`src/rtl/tictactoe_move_sequencer.sv`:
```
// tictactoe_move_sequencer
//   Control stage in front of the tic-tac-toe game core. A validated player
//   button press becomes a play/player_pos strobe. The sequencer then waits for
//   the board to settle, picks a reply cell and issues it on pc/pc_pos. It stops
//   in GAME_OVER once the core reports a result or the board is full.
//
//   Optional feature macro: SMART_AI_EN
//     defined   -> reply priority is: win, then block, then centre, then lowest
//                  free cell
//     undefined -> reply is always the lowest-index free cell
//
// Ports
//   clock       in   rising-edge system clock
//   reset       in   asynchronous active-low reset
//   btn_move    in   one-cycle player move request
//   btn_pos     in   [3:0] requested player cell 0..8
//   board       in   [17:0] core board, cell k = board[2k+1:2k]
//   who         in   [1:0] core result (00 none, 01 player, 10 computer, 11 draw)
//   play        out  player-move strobe
//   pc          out  computer-move strobe
//   player_pos  out  [3:0] player cell, held through strobe and settle
//   pc_pos      out  [3:0] computer cell, held through strobe and settle
//   busy        out  move in progress
//   illegal     out  one-cycle pulse for a rejected request
//   game_over   out  game finished, exit only via reset
module tictactoe_move_sequencer #(
    parameter int PULSE_CYCLES  = 5,
    parameter int SETTLE_CYCLES = 2
) (
    input  logic        clock,
    input  logic        reset,
    input  logic        btn_move,
    input  logic [3:0]  btn_pos,
    input  logic [17:0] board,
    input  logic [1:0]  who,
    output logic        play,
    output logic        pc,
    output logic [3:0]  player_pos,
    output logic [3:0]  pc_pos,
    output logic        busy,
    output logic        illegal,
    output logic        game_over
);

    typedef enum logic [2:0] {
        IDLE, P_STROBE, P_SETTLE, C_SELECT, C_STROBE, C_SETTLE, GAME_OVER
    } state_t;

    localparam logic [7:0] PULSE_LAST  = 8'(PULSE_CYCLES - 1);
    localparam logic [7:0] SETTLE_LAST = 8'(SETTLE_CYCLES - 1);

    state_t      state, state_next;
    logic [7:0]  cnt, cnt_next;
    logic [3:0]  player_pos_next, pc_pos_next;
    logic        illegal_next;
    logic [15:0] empty16;
    logic [4:0]  pick;

    // Returns {found, index} of the lowest set bit of a 9-cell mask.
    function automatic logic [4:0] lowest_set(input logic [8:0] mask);
        logic [4:0] r;
        r = '0;
        for (int k = 8; k >= 0; k--) begin
            if (mask[k]) r = {1'b1, 4'(k)};
        end
        return r;
    endfunction

    // Padded to 16 bits so a raw 4-bit btn_pos can index it directly.
    // Indices 9..15 read as occupied, which rejects out-of-range cells.
    always_comb begin
        empty16 = '0;
        for (int k = 0; k < 9; k++) begin
            empty16[k] = (board[2*k +: 2] == 2'b00);
        end
    end

`ifdef SMART_AI_EN
    // Cell indices of the three cells in each of the eight lines.
    function automatic logic [11:0] line_cells(input int l);
        case (l)
            0:       return {4'd0, 4'd1, 4'd2};
            1:       return {4'd3, 4'd4, 4'd5};
            2:       return {4'd6, 4'd7, 4'd8};
            3:       return {4'd0, 4'd3, 4'd6};
            4:       return {4'd1, 4'd4, 4'd7};
            5:       return {4'd2, 4'd5, 4'd8};
            6:       return {4'd0, 4'd4, 4'd8};
            default: return {4'd2, 4'd4, 4'd6};
        endcase
    endfunction

    // Marks every empty cell whose line already holds two cells of 'mark'.
    function automatic logic [8:0] threat_mask(input logic [17:0] b, input logic [1:0] mark);
        logic [8:0]  m;
        logic [11:0] ln;
        logic [3:0]  e, o1, o2;
        m = '0;
        for (int l = 0; l < 8; l++) begin
            ln = line_cells(l);
            for (int j = 0; j < 3; j++) begin
                e  = ln[4*j +: 4];
                o1 = ln[4*((j+1)%3) +: 4];
                o2 = ln[4*((j+2)%3) +: 4];
                if (b[2*e +: 2] == 2'b00 && b[2*o1 +: 2] == mark && b[2*o2 +: 2] == mark)
                    m[e] = 1'b1;
            end
        end
        return m;
    endfunction

    logic [4:0] win_pick, block_pick;

    always_comb begin
        win_pick   = lowest_set(threat_mask(board, 2'b10));
        block_pick = lowest_set(threat_mask(board, 2'b01));
        if (win_pick[4])        pick = win_pick;
        else if (block_pick[4]) pick = block_pick;
        else if (empty16[4])    pick = {1'b1, 4'd4};
        else                    pick = lowest_set(empty16[8:0]);
    end
`else
    always_comb begin
        pick = lowest_set(empty16[8:0]);
    end
`endif

    // State, phase counter and latched cells. Reset drops every strobe at once.
    always_ff @(posedge clock or negedge reset) begin
        if (!reset) begin
            state      <= IDLE;
            cnt        <= '0;
            player_pos <= '0;
            pc_pos     <= '0;
            illegal    <= 1'b0;
        end else begin
            state      <= state_next;
            cnt        <= cnt_next;
            player_pos <= player_pos_next;
            pc_pos     <= pc_pos_next;
            illegal    <= illegal_next;
        end
    end

    // The counter restarts at 0 on every state change and counts within the timed phases.
    always_comb begin
        state_next      = state;
        cnt_next        = '0;
        player_pos_next = player_pos;
        pc_pos_next     = pc_pos;
        illegal_next    = 1'b0;
        case (state)
            IDLE: begin
                if (btn_move) begin
                    if (who != 2'b00) begin
                        state_next = GAME_OVER;
                    end else if (!empty16[btn_pos]) begin
                        illegal_next = 1'b1;
                    end else begin
                        player_pos_next = btn_pos;
                        state_next      = P_STROBE;
                    end
                end
            end
            P_STROBE: begin
                if (cnt == PULSE_LAST) state_next = P_SETTLE;
                else                   cnt_next   = cnt + 8'd1;
            end
            P_SETTLE: begin
                if (cnt == SETTLE_LAST) state_next = (who != 2'b00) ? GAME_OVER : C_SELECT;
                else                    cnt_next   = cnt + 8'd1;
            end
            C_SELECT: begin
                if (pick[4]) begin
                    pc_pos_next = pick[3:0];
                    state_next  = C_STROBE;
                end else begin
                    state_next  = GAME_OVER;
                end
            end
            C_STROBE: begin
                if (cnt == PULSE_LAST) state_next = C_SETTLE;
                else                   cnt_next   = cnt + 8'd1;
            end
            C_SETTLE: begin
                if (cnt == SETTLE_LAST) state_next = (who != 2'b00) ? GAME_OVER : IDLE;
                else                    cnt_next   = cnt + 8'd1;
            end
            GAME_OVER: state_next = GAME_OVER;
            default:   state_next = IDLE;
        endcase
    end

    assign play      = (state == P_STROBE);
    assign pc        = (state == C_STROBE);
    assign busy      = (state == P_STROBE) || (state == P_SETTLE) || (state == C_SELECT) ||
                       (state == C_STROBE) || (state == C_SETTLE);
    assign game_over = (state == GAME_OVER);

endmodule
```
`config.mk`:
```
export PLATFORM = sky130hd
export DESIGN_NAME = tictactoe_move_sequencer
export DESIGN_NICKNAME = d
export VERILOG_FILES = /design/src/rtl/tictactoe_move_sequencer.sv
export SDC_FILE = /design/constraint.sdc
export NUM_CORES = 1
export LEC_CHECK = 0
export ABC_AREA = 1
export CAP_MARGIN = 20
export CORE_UTILIZATION = 40
export CTS_CLUSTER_SIZE = 40
export DETAILED_ROUTE_END_ITERATION = 8
export GPL_ROUTABILITY_DRIVEN = 0
export HOLD_SLACK_MARGIN = 0.1
export PLACE_DENSITY = 0.79
export SLEW_MARGIN = 5
export SYNTH_ARGS = -nofsm -noshare
export SYNTH_HDL_FRONTEND = slang
export SYNTH_SLANG_ARGS = --single-unit
```
`constraint.sdc`:
```
create_clock -name clock -period 1.4 [get_ports clock]
set_clock_uncertainty 0.05 [all_clocks]
set_input_delay 0.28 -clock clock [delete_from_list [all_inputs] [get_ports clock]]
set_output_delay 0.28 -clock clock [all_outputs]
set_load 0.02 [all_outputs]
```
==> flow_summary.yaml, run 1 <==
route:
  met1_length_mm: 1.74
  drt_iter0_markers: 79
  ant_nets: 0
  wl_met3_um: 238
  wire_per_inst_um: 14.7
  drc: 0
  vias_per_cell: 5.09
  wl_mm: 4.68
  vias: 1619
  top_layer_used: "met4"
  drtPass1Iterations: 4
  routed-wl-met2_mm: 2.56
run_status:
  violations: "setup timing"
  status: "finished with violations"
global_route:
  track_usage: 0.237
  grt_max_degree: 21
  grt_pass1_vias: 1553
  overflow: 0
  antenna_found_initial: 0
  grt_pass1_wl_mm: 6.21
logic_synthesis:
  synth.avg_cell_area_um2: 7.29
  synth.top_cells.by_area: "dfrtp_1 (39%), nand2_1 (8.7%), nand3_1 (8.5%)"
  syn_area_mm2: 0.00130
  synth_nets: 208
  synthesis.instances: 178
  ys_seq_area_frac: 0.386
  ys.flop_type: "dfrtp_1"
  synth_common_cells: "nand2_1 (30), nor2_1 (29), nand3_1 (22), dfrtp_1 (20), inv_1 (18)"
  synthDistinctLibCells: 26
  synth-async-reset-ratio: 1.00
  ys_warn_count: 0
  synth-edff-count: 0
  synth_top_area_frac: 0.386
  yosysMostFrequentCell: "nand2_1"
  synth_area_leader_cell: "dfrtp_1"
  ys_ff_latch: 20
layout:
  n_antenna_cell: 0
  drive_above_1_share: 0.496
  fillers: 179
  finalNetCount: 305
  fin_util: 0.827
  postLayoutCellArea_mm2: 0.00253
  syn2layout_area_growth_pct: 94.7
timing:
  holdWs_ns: 0.250
  slew_viol_final: 0
  rsz0062_at_grt: "yes"
  setup_violations: 20
  relSlewSlack: 0.787
  worst_pin_slew_ns: 0.315
  final.setup.worst_slack_ns: -0.282
  timing.final.crit_share: 1.20
  min_period_ns: 1.68
  fmax_mhz: 594
  hold_violations: 0
floorplan:
  core_mm2: 0.00305
  dieHeight_um: 59.0
  dieArea_mm2: 0.00348
  start_util: 0.425
  rows: 20
  io_pins: 40
  die_x_um: 59.0
critical_path:
  reg2reg_from: "state[0]"
  critPathRequiredTime_ns: 1.07
  cp_common_cell: "inv_2"
  cp_top_family: "flip-flops"
  worst-endpoint-arrival_ns: 1.35
  slowest_delay_ns: 0.43
  start_kind: "flop"
  worst_path_max_delay_cell: "dfrtp_1"
  critPathCaptureType: "output pin"
  worst-setup-path-type: "flop to output pin"
  crit_cells: 6
  r2r_setup_slack_ns: -0.23
  worst-path-max-fanout: 4
  worstReg2RegEnd: "state[2]"
  crit_start: "state[0]"
  worst-r2r-cell-count: 10
  path_buf_inv: 3
  path_cells: "inv_2 > nand3_2 > nand2_2 > inv_2 > o211ai_1 > buf_4"
  endpoint: "busy"
hold_path:
  hold_path.class: "primary input to async pin"
power:
  p_leak_nw: 1.30
  ir_drop_v: 0.000741
  finalPower_w: 0.00433
  powerDensity_mw_per_mm2: 1710
clocking:
  clk_pin_slew_ns: 0.11
  hold_buffers: 0
  cts_buffers: 3
  cts.sinks: 20
  cts_buffer_depth: 2
  clockRootBuffer: "clkbuf_4"
  h-tree-depth: 1
  cts_tree: "yes"
  clk_latency_ns: 0.30
run:
  cap_violations: 0
place:
  port_buffers: 39
  placed_area_mm2: 0.00201
  dpl.hpwl_mm: 2.60
==> cell families (layout without fill, tap and decap cells) <==
group,Yosys count,after routing,synth area share
AND/OR/NAND/NOR,97,97,0.353
buffers and inverters,27,123,0.0781
flip-flops,20,20,0.386
AO/OA/AOI/OAI,27,27,0.127
XOR/XNOR,4,4,0.0270
adder cells (fa/ha/maj),3,3,0.0289
==> worst min path at each step <==
stage	from	endpoint	slack (ns)
floorplan	reset	cnt[0]	-0.07
global placement	player_pos[2]	player_pos[2]	0.43
detailed placement	player_pos[0]	player_pos[0]	0.43
CTS	reset	cnt[2]	0.26
global route	reset	cnt[4]	0.27
finish	reset	cnt[4]	0.25
==> sequential cells by signal, indices dropped and copies added, names as in the netlist <==
name and count:
state 3, cnt 8, illegal 1, pc_pos 4, player_pos 4
==> worst register-to-register path, delay by kind of cell (launching register included) <==
kind / cells / cell delay [ns]
AND/OR/NAND/NOR: 5 / 0.41
buffers and inverters: 4 / 0.46
flip-flops: 1 / 0.41
AO/OA/AOI/OAI: 1 / 0.21
==> power by group <==
part           switching, W  internal [W]  total [W]
sequential         0.000151      0.000757   0.000908
combinational       0.00159       0.00136    0.00295
clock              0.000179      0.000289   0.000468
==> cell usage in the layout, fill, tap and decap left out, types with 3 or more instances in the layout <==
cell type,instances
nand2_2,10
dfrtp_1,18
inv_1,13
dlygate4sd2_1,8
clkbuf_4,3
nand2_1,21
o21ai_2,4
a21oi_1,3
o21ai_1,6
buf_4,43
clkdlybuf4s50_1,10
o21ai_0,5
nor2_4,11
ha_1,3
nand3_2,5
buf_6,14
nor2_1,7
nand3_1,15
dlymetal6s2s_1,15
inv_2,13
nor2_2,14
a21oi_2,3
xor2_1,3
nand2_4,4
==> layer usage <==
metal | track usage | up-vias
li1 | - | 772
met1 | 0.273 | 764
met2 | 0.430 | 67
met3 | 0.0374 | 16
met4 | 0.102 | 0
met5 | 0 | -
==> area by class of cell <==
cell class,count,area [um^2],area share
Sequential cell,20,503,0.199
Clock inverter,1,30.0,0.0119
Clock buffer,3,22.5,0.00892
Timing Repair Buffer,92,858,0.340
Tap cell,44,55.1,0.0218
Multi-Input combinational cell,131,943,0.373
Inverter,27,114,0.0451
==> per-stage QoR <==
step	setup slack (ns)	setup TNS [ns]	cells
detailed placement	-0.430	-6.08	296
finish	-0.282	-3.02	318
CTS	-0.230	-1.96	309
global placement	-0.395	-5.35	296
global route	-0.342	-4.23	318
floorplan	0.0580	0	178
==> what timing repair did <==
| item | CTS | global route |
|---|---|---|
| buffers inserted | 9 | 12 |
| setup endpoints to repair | 30 | 24 |
| pin swaps | 15 | 30 |
| gates resized for setup | 63 | 74 |
No activity file was read; power rests on OpenSTA's default activity.
==> run 2, diff against run 1 <==
- GPL_ROUTABILITY_DRIVEN: 0 -> not set
- SKIP_LAST_GASP: not set -> 1
==> flow_summary.yaml, run 2 (same netlist as run 1, synthesis figures left out) <==
critical_path:
  critPathCaptureType: "output pin"
  cp_top_family: "flip-flops"
  path_buf_inv: 3
  worst-endpoint-arrival_ns: 1.36
  critPathRequiredTime_ns: 1.07
  worst-setup-path-type: "flop to output pin"
  cp_common_cell: "inv_2"
  worst_path_max_delay_cell: "dfrtp_2"
  slowest_delay_ns: 0.47
  start_kind: "flop"
  worst-path-max-fanout: 4
  path_cells: "inv_2 > nand3_2 > nand2_2 > inv_2 > o211ai_1 > buf_4"
clocking:
  cts.sinks: 20
  hold_buffers: 0
  clk_latency_ns: 0.31
  cts_buffer_depth: 2
  h-tree-depth: 1
  clockRootBuffer: "clkbuf_4"
  cts_tree: "yes"
  clk_pin_slew_ns: 0.12
  cts_buffers: 3
route:
  drc: 0
  drtPass1Iterations: 4
  vias: 1620
  wl_met3_um: 235
  top_layer_used: "met4"
  ant_nets: 0
  vias_per_cell: 5.09
  wire_per_inst_um: 15.3
  routed-wl-met2_mm: 2.62
  met1_length_mm: 1.87
  drt_iter0_markers: 105
  wl_mm: 4.86
global_route:
  grt_max_degree: 21
  grt_pass1_wl_mm: 6.21
  grt_pass1_vias: 1551
  track_usage: 0.237
  antenna_found_initial: 0
  overflow: 0
power:
  p_leak_nw: 1.30
  p_seq_frac: 0.211
  power.share.combinational: 0.679
  p_int_w: 0.00240
  power.net_switching_w: 0.00193
  pwr-share-clk: 0.110
  ir_drop_v: 0.000715
  switching_share: 0.446
  powerDensity_mw_per_mm2: 1730
timing:
  final.setup.worst_slack_ns: -0.292
  fmax_mhz: 591
  setup_violations: 22
  rsz0062_at_grt: "yes"
  slew_viol_final: 0
  hold_violations: 0
  worst_pin_slew_ns: 0.366
  holdWs_ns: 0.243
  relSlewSlack: 0.754
  min_period_ns: 1.69
  timing.final.crit_share: 1.21
floorplan:
  core_mm2: 0.00305
  dieArea_mm2: 0.00348
  io_pins: 40
  die_x_um: 59.0
  start_util: 0.425
  dieHeight_um: 59.0
  rows: 20
layout:
  largest_register_ffs: 8
  n_antenna_cell: 0
  syn2layout_area_growth_pct: 93.4
  final_cell_mix: "buf_4 (43), nand2_1 (21), dfrtp_1 (18), nand3_1 (15)"
  final_common_cell: "buf_4"
  finalNetCount: 305
  fillers: 189
  top_register: "cnt"
  drive_above_1_share: 0.489
  reg.largest.list: "cnt x8, pc_pos x4, player_pos x4"
place:
  pre_cts_slack_ns: -0.430
  port_buffers: 39
  dpl.hpwl_mm: 2.60
  finalWeightedCongestion: 0.851
run_status:
  status: "finished with violations"
  violations: "setup timing"
run:
  cap_violations: 0
hold_path:
  hold_path.class: "primary input to async pin"
## run 2: changes by cell type in the layout (fill, tap and decap cells not counted), sizes merged
cell | before | now
clkdlybuf4s15 | 2 | 0
clkdlybuf4s50 | 10 | 11
dlygate4sd2 | 8 | 10
dlymetal6s2s | 15 | 14
## run 2: final timing paths
path | from | endpoint | slack (ns) | cells after the start
setup / recovery | state[1] | busy | -0.29 | 6
hold / removal | reset | cnt[4] | 0.24 | 2
setup reg to reg | state[1] | state[1] | -0.23 | 9
hold reg to reg | player_pos[0] | player_pos[0] | 0.46 | 2
max in group asynchronous | reset | state[2] | 0.81 | 2
min in group clock | board[4] | pc_pos[0] | 0.37 | 5
## run 2: final cells by class
class	count	area (um^2)	area share
Multi-Input combinational cell	131	932	0.371
Timing Repair Buffer	92	853	0.340
Sequential cell	20	503	0.200
Inverter	27	114	0.0454
Tap cell	44	55.1	0.0219
Clock inverter	1	30.0	0.0120
Clock buffer	3	22.5	0.00897
## run 2: power groups by stage
| stage | clock network (W) | registers, W | logic (W) |
|---|---|---|---|
| 2_1_floorplan | 0 | 0.00101 | 0.000949 |
| 3_3_place_gp | 0 | 0.000901 | 0.00197 |
| 3_5_place_dp | 0 | 0.000900 | 0.00203 |
| 4_1_cts | 0.000473 | 0.000888 | 0.00239 |
| 5_1_grt | 0.000491 | 0.000932 | 0.00313 |
| 6_report | 0.000476 | 0.000913 | 0.00294 |
## run 2: through the flow
step / TNS (ns) / utilization / instances / power (W) / area (um^2)
floorplan: 0 / - / 178 / 0.00196 / 1300
global placement: -5.35 / 0.657 / 296 / 0.00287 / 2010
detailed placement: -6.08 / 0.657 / 296 / 0.00293 / 2010
CTS: -1.96 / 0.731 / 309 / 0.00376 / 2230
global route: -4.61 / 0.822 / 318 / 0.00455 / 2510
finish: -3.27 / 0.822 / 318 / 0.00433 / 2510
## run 2: routing by layer
layer / global-route usage / vias to the layer above
li1: - / 772
met1: 0.273 / 763
met2: 0.430 / 71
met3: 0.0374 / 14
met4: 0.102 / 0
met5: 0 / -
## run 2: what timing repair did
| item | 4_1_cts | 5_1_grt |
|---|---|---|
| cloned | 0 | 0 |
| setup buffers | 9 | 12 |
| pin swaps | 15 | 30 |
| endpoints found under the hold margin | 0 | 0 |
| gates resized for setup | 63 | 68 |
| setup endpoints to repair | 30 | 24 |
==> run 3, diff against run 2 <==
- GPL_TIMING_DRIVEN: not set -> 0
- PLACE_DENSITY: 0.79 -> 0.81
==> flow_summary.yaml, run 3 (same netlist as run 1, synthesis figures left out) <==
route:
  wire_per_inst_um: 13.5
  drc: 0
  wl_mm: 3.91
  vias: 1494
  drtPass1Iterations: 5
  drt_iter0_markers: 70
  ant_nets: 0
  vias_per_cell: 5.15
layout:
  syn2layout_area_growth_pct: 74.3
  top_register: "cnt"
  n_antenna_cell: 0
  fillers: 228
  fin_util: 0.741
  reg.largest.list: "cnt x8, pc_pos x4, player_pos x4"
  postLayoutCellArea_mm2: 0.00226
  largest_register_ffs: 8
  drive_above_1_share: 0.390
  final_cell_mix: "nand2_1 (24), clkdlybuf4s50_1 (19), buf_4 (19), dfrtp_1 (17), inv_1 (16)"
  finalNetCount: 278
  final_common_cell: "nand2_1"
timing:
  hold_violations: 0
  final.setup.worst_slack_ns: -0.301
  worst_pin_slew_ns: 0.881
  setup_tns_ns: -3.78
  relSlewSlack: 0.411
  min_period_ns: 1.70
  rsz0062_at_grt: "yes"
  setup_violations: 19
  slew_viol_final: 0
  holdWs_ns: 0.411
  timing.final.crit_share: 1.21
  fmax_mhz: 588
floorplan:
  dieHeight_um: 59.0
  start_util: 0.425
  die_x_um: 59.0
  rows: 20
  io_pins: 40
  core_mm2: 0.00305
  dieArea_mm2: 0.00348
critical_path:
  start_kind: "flop"
  path_buf_inv: 3
  slowest_delay_ns: 0.48
  cp_top_family: "flip-flops"
  path_cells: "inv_4 > nand2_4 > nor2_4 > inv_2 > o211ai_1 > buf_4"
  worst-endpoint-arrival_ns: 1.37
  worst-path-max-fanout: 4
  critPathRequiredTime_ns: 1.07
  worst_path_max_delay_cell: "dfrtp_2"
  critPathCaptureType: "output pin"
  worst-setup-path-type: "flop to output pin"
clocking:
  clk_latency_ns: 0.31
  cts_tree: "yes"
  h-tree-depth: 1
  cts_buffers: 3
  clockRootBuffer: "clkbuf_4"
  hold_buffers: 0
  cts.sinks: 20
  clk_pin_slew_ns: 0.11
  cts_buffer_depth: 2
power:
  powerDensity_mw_per_mm2: 1730
  switching_share: 0.476
  pwr-share-clk: 0.071
  p_seq_frac: 0.236
  power.net_switching_w: 0.00187
  p_leak_nw: 1.07
  p_int_w: 0.00205
  ir_drop_v: 0.000671
  power.share.combinational: 0.693
place:
  port_buffers: 39
  placed_area_mm2: 0.00174
  finalWeightedCongestion: 0.899
  pre_cts_slack_ns: -0.581
  dpl.hpwl_mm: 2.19
run_status:
  status: "finished with violations"
  violations: "setup timing"
run:
  cap_violations: 0
hold_path:
  hold_path.class: "primary input to async pin"
global_route:
  grt_pass1_wl_mm: 5.16
  antenna_found_initial: 0
  grt_pass1_vias: 1235
  overflow: 0
  track_usage: 0.198
  grt_max_degree: 21
run 3: power by group through the flow:
stage,registers (W),clock network [W],logic [W]
2_1_floorplan,0.00101,0,0.000949
3_3_place_gp,0.000908,0,0.00162
3_5_place_dp,0.000909,0,0.00165
4_1_cts,0.000914,0.000280,0.00205
5_1_grt,0.000945,0.000300,0.00289
6_report,0.000923,0.000278,0.00271
run 3: metal layers:
| metal | share of wire | track usage | vias to the layer above |
|---|---|---|---|
| li1 | - | - | 722 |
| met1 | 0.40 | 0.242 | 688 |
| met2 | 0.51 | 0.344 | 69 |
| met3 | 0.050 | 0.0220 | 15 |
| met4 | 0.031 | 0.0952 | 0 |
| met5 | 0 | 0 | - |
run 3: repair_timing:
action,in CTS,in global routing
pin swaps,11,17
endpoints found under the setup margin,22,25
gates resized for setup,59,55
buffers inserted,16,11
run 3: layout make-up:
type                       count  area (um^2)  share of cell area
inverter                      27          116              0.0515
timing repair buffer          65          626               0.277
sequential                    20          504               0.223
multi-input combinational    131          937               0.414
tap                           44         55.1              0.0243
clock buffer                   3         22.5             0.00996
run 3: path summary, 6_finish.rpt:
path | slack (ns) | cells past startpoint | end | from
min in group clock | 0.42 | 5 | pc_pos[2] | board[2]
setup reg to reg | -0.24 | 13 | state[0] | state[1]
hold / removal | 0.41 | 1 | cnt[2] | reset
setup / recovery | -0.30 | 6 | busy | state[0]
hold reg to reg | 0.46 | 2 | player_pos[0] | player_pos[0]
max in group asynchronous | 0.29 | 1 | state[0] | reset
run 3: stage by stage:
step / power (W) / std cells
finish: 0.00391 / 290
CTS: 0.00324 / 280
global placement: 0.00253 / 261
global route: 0.00414 / 290
detailed placement: 0.00256 / 261
floorplan: 0.00196 / 178
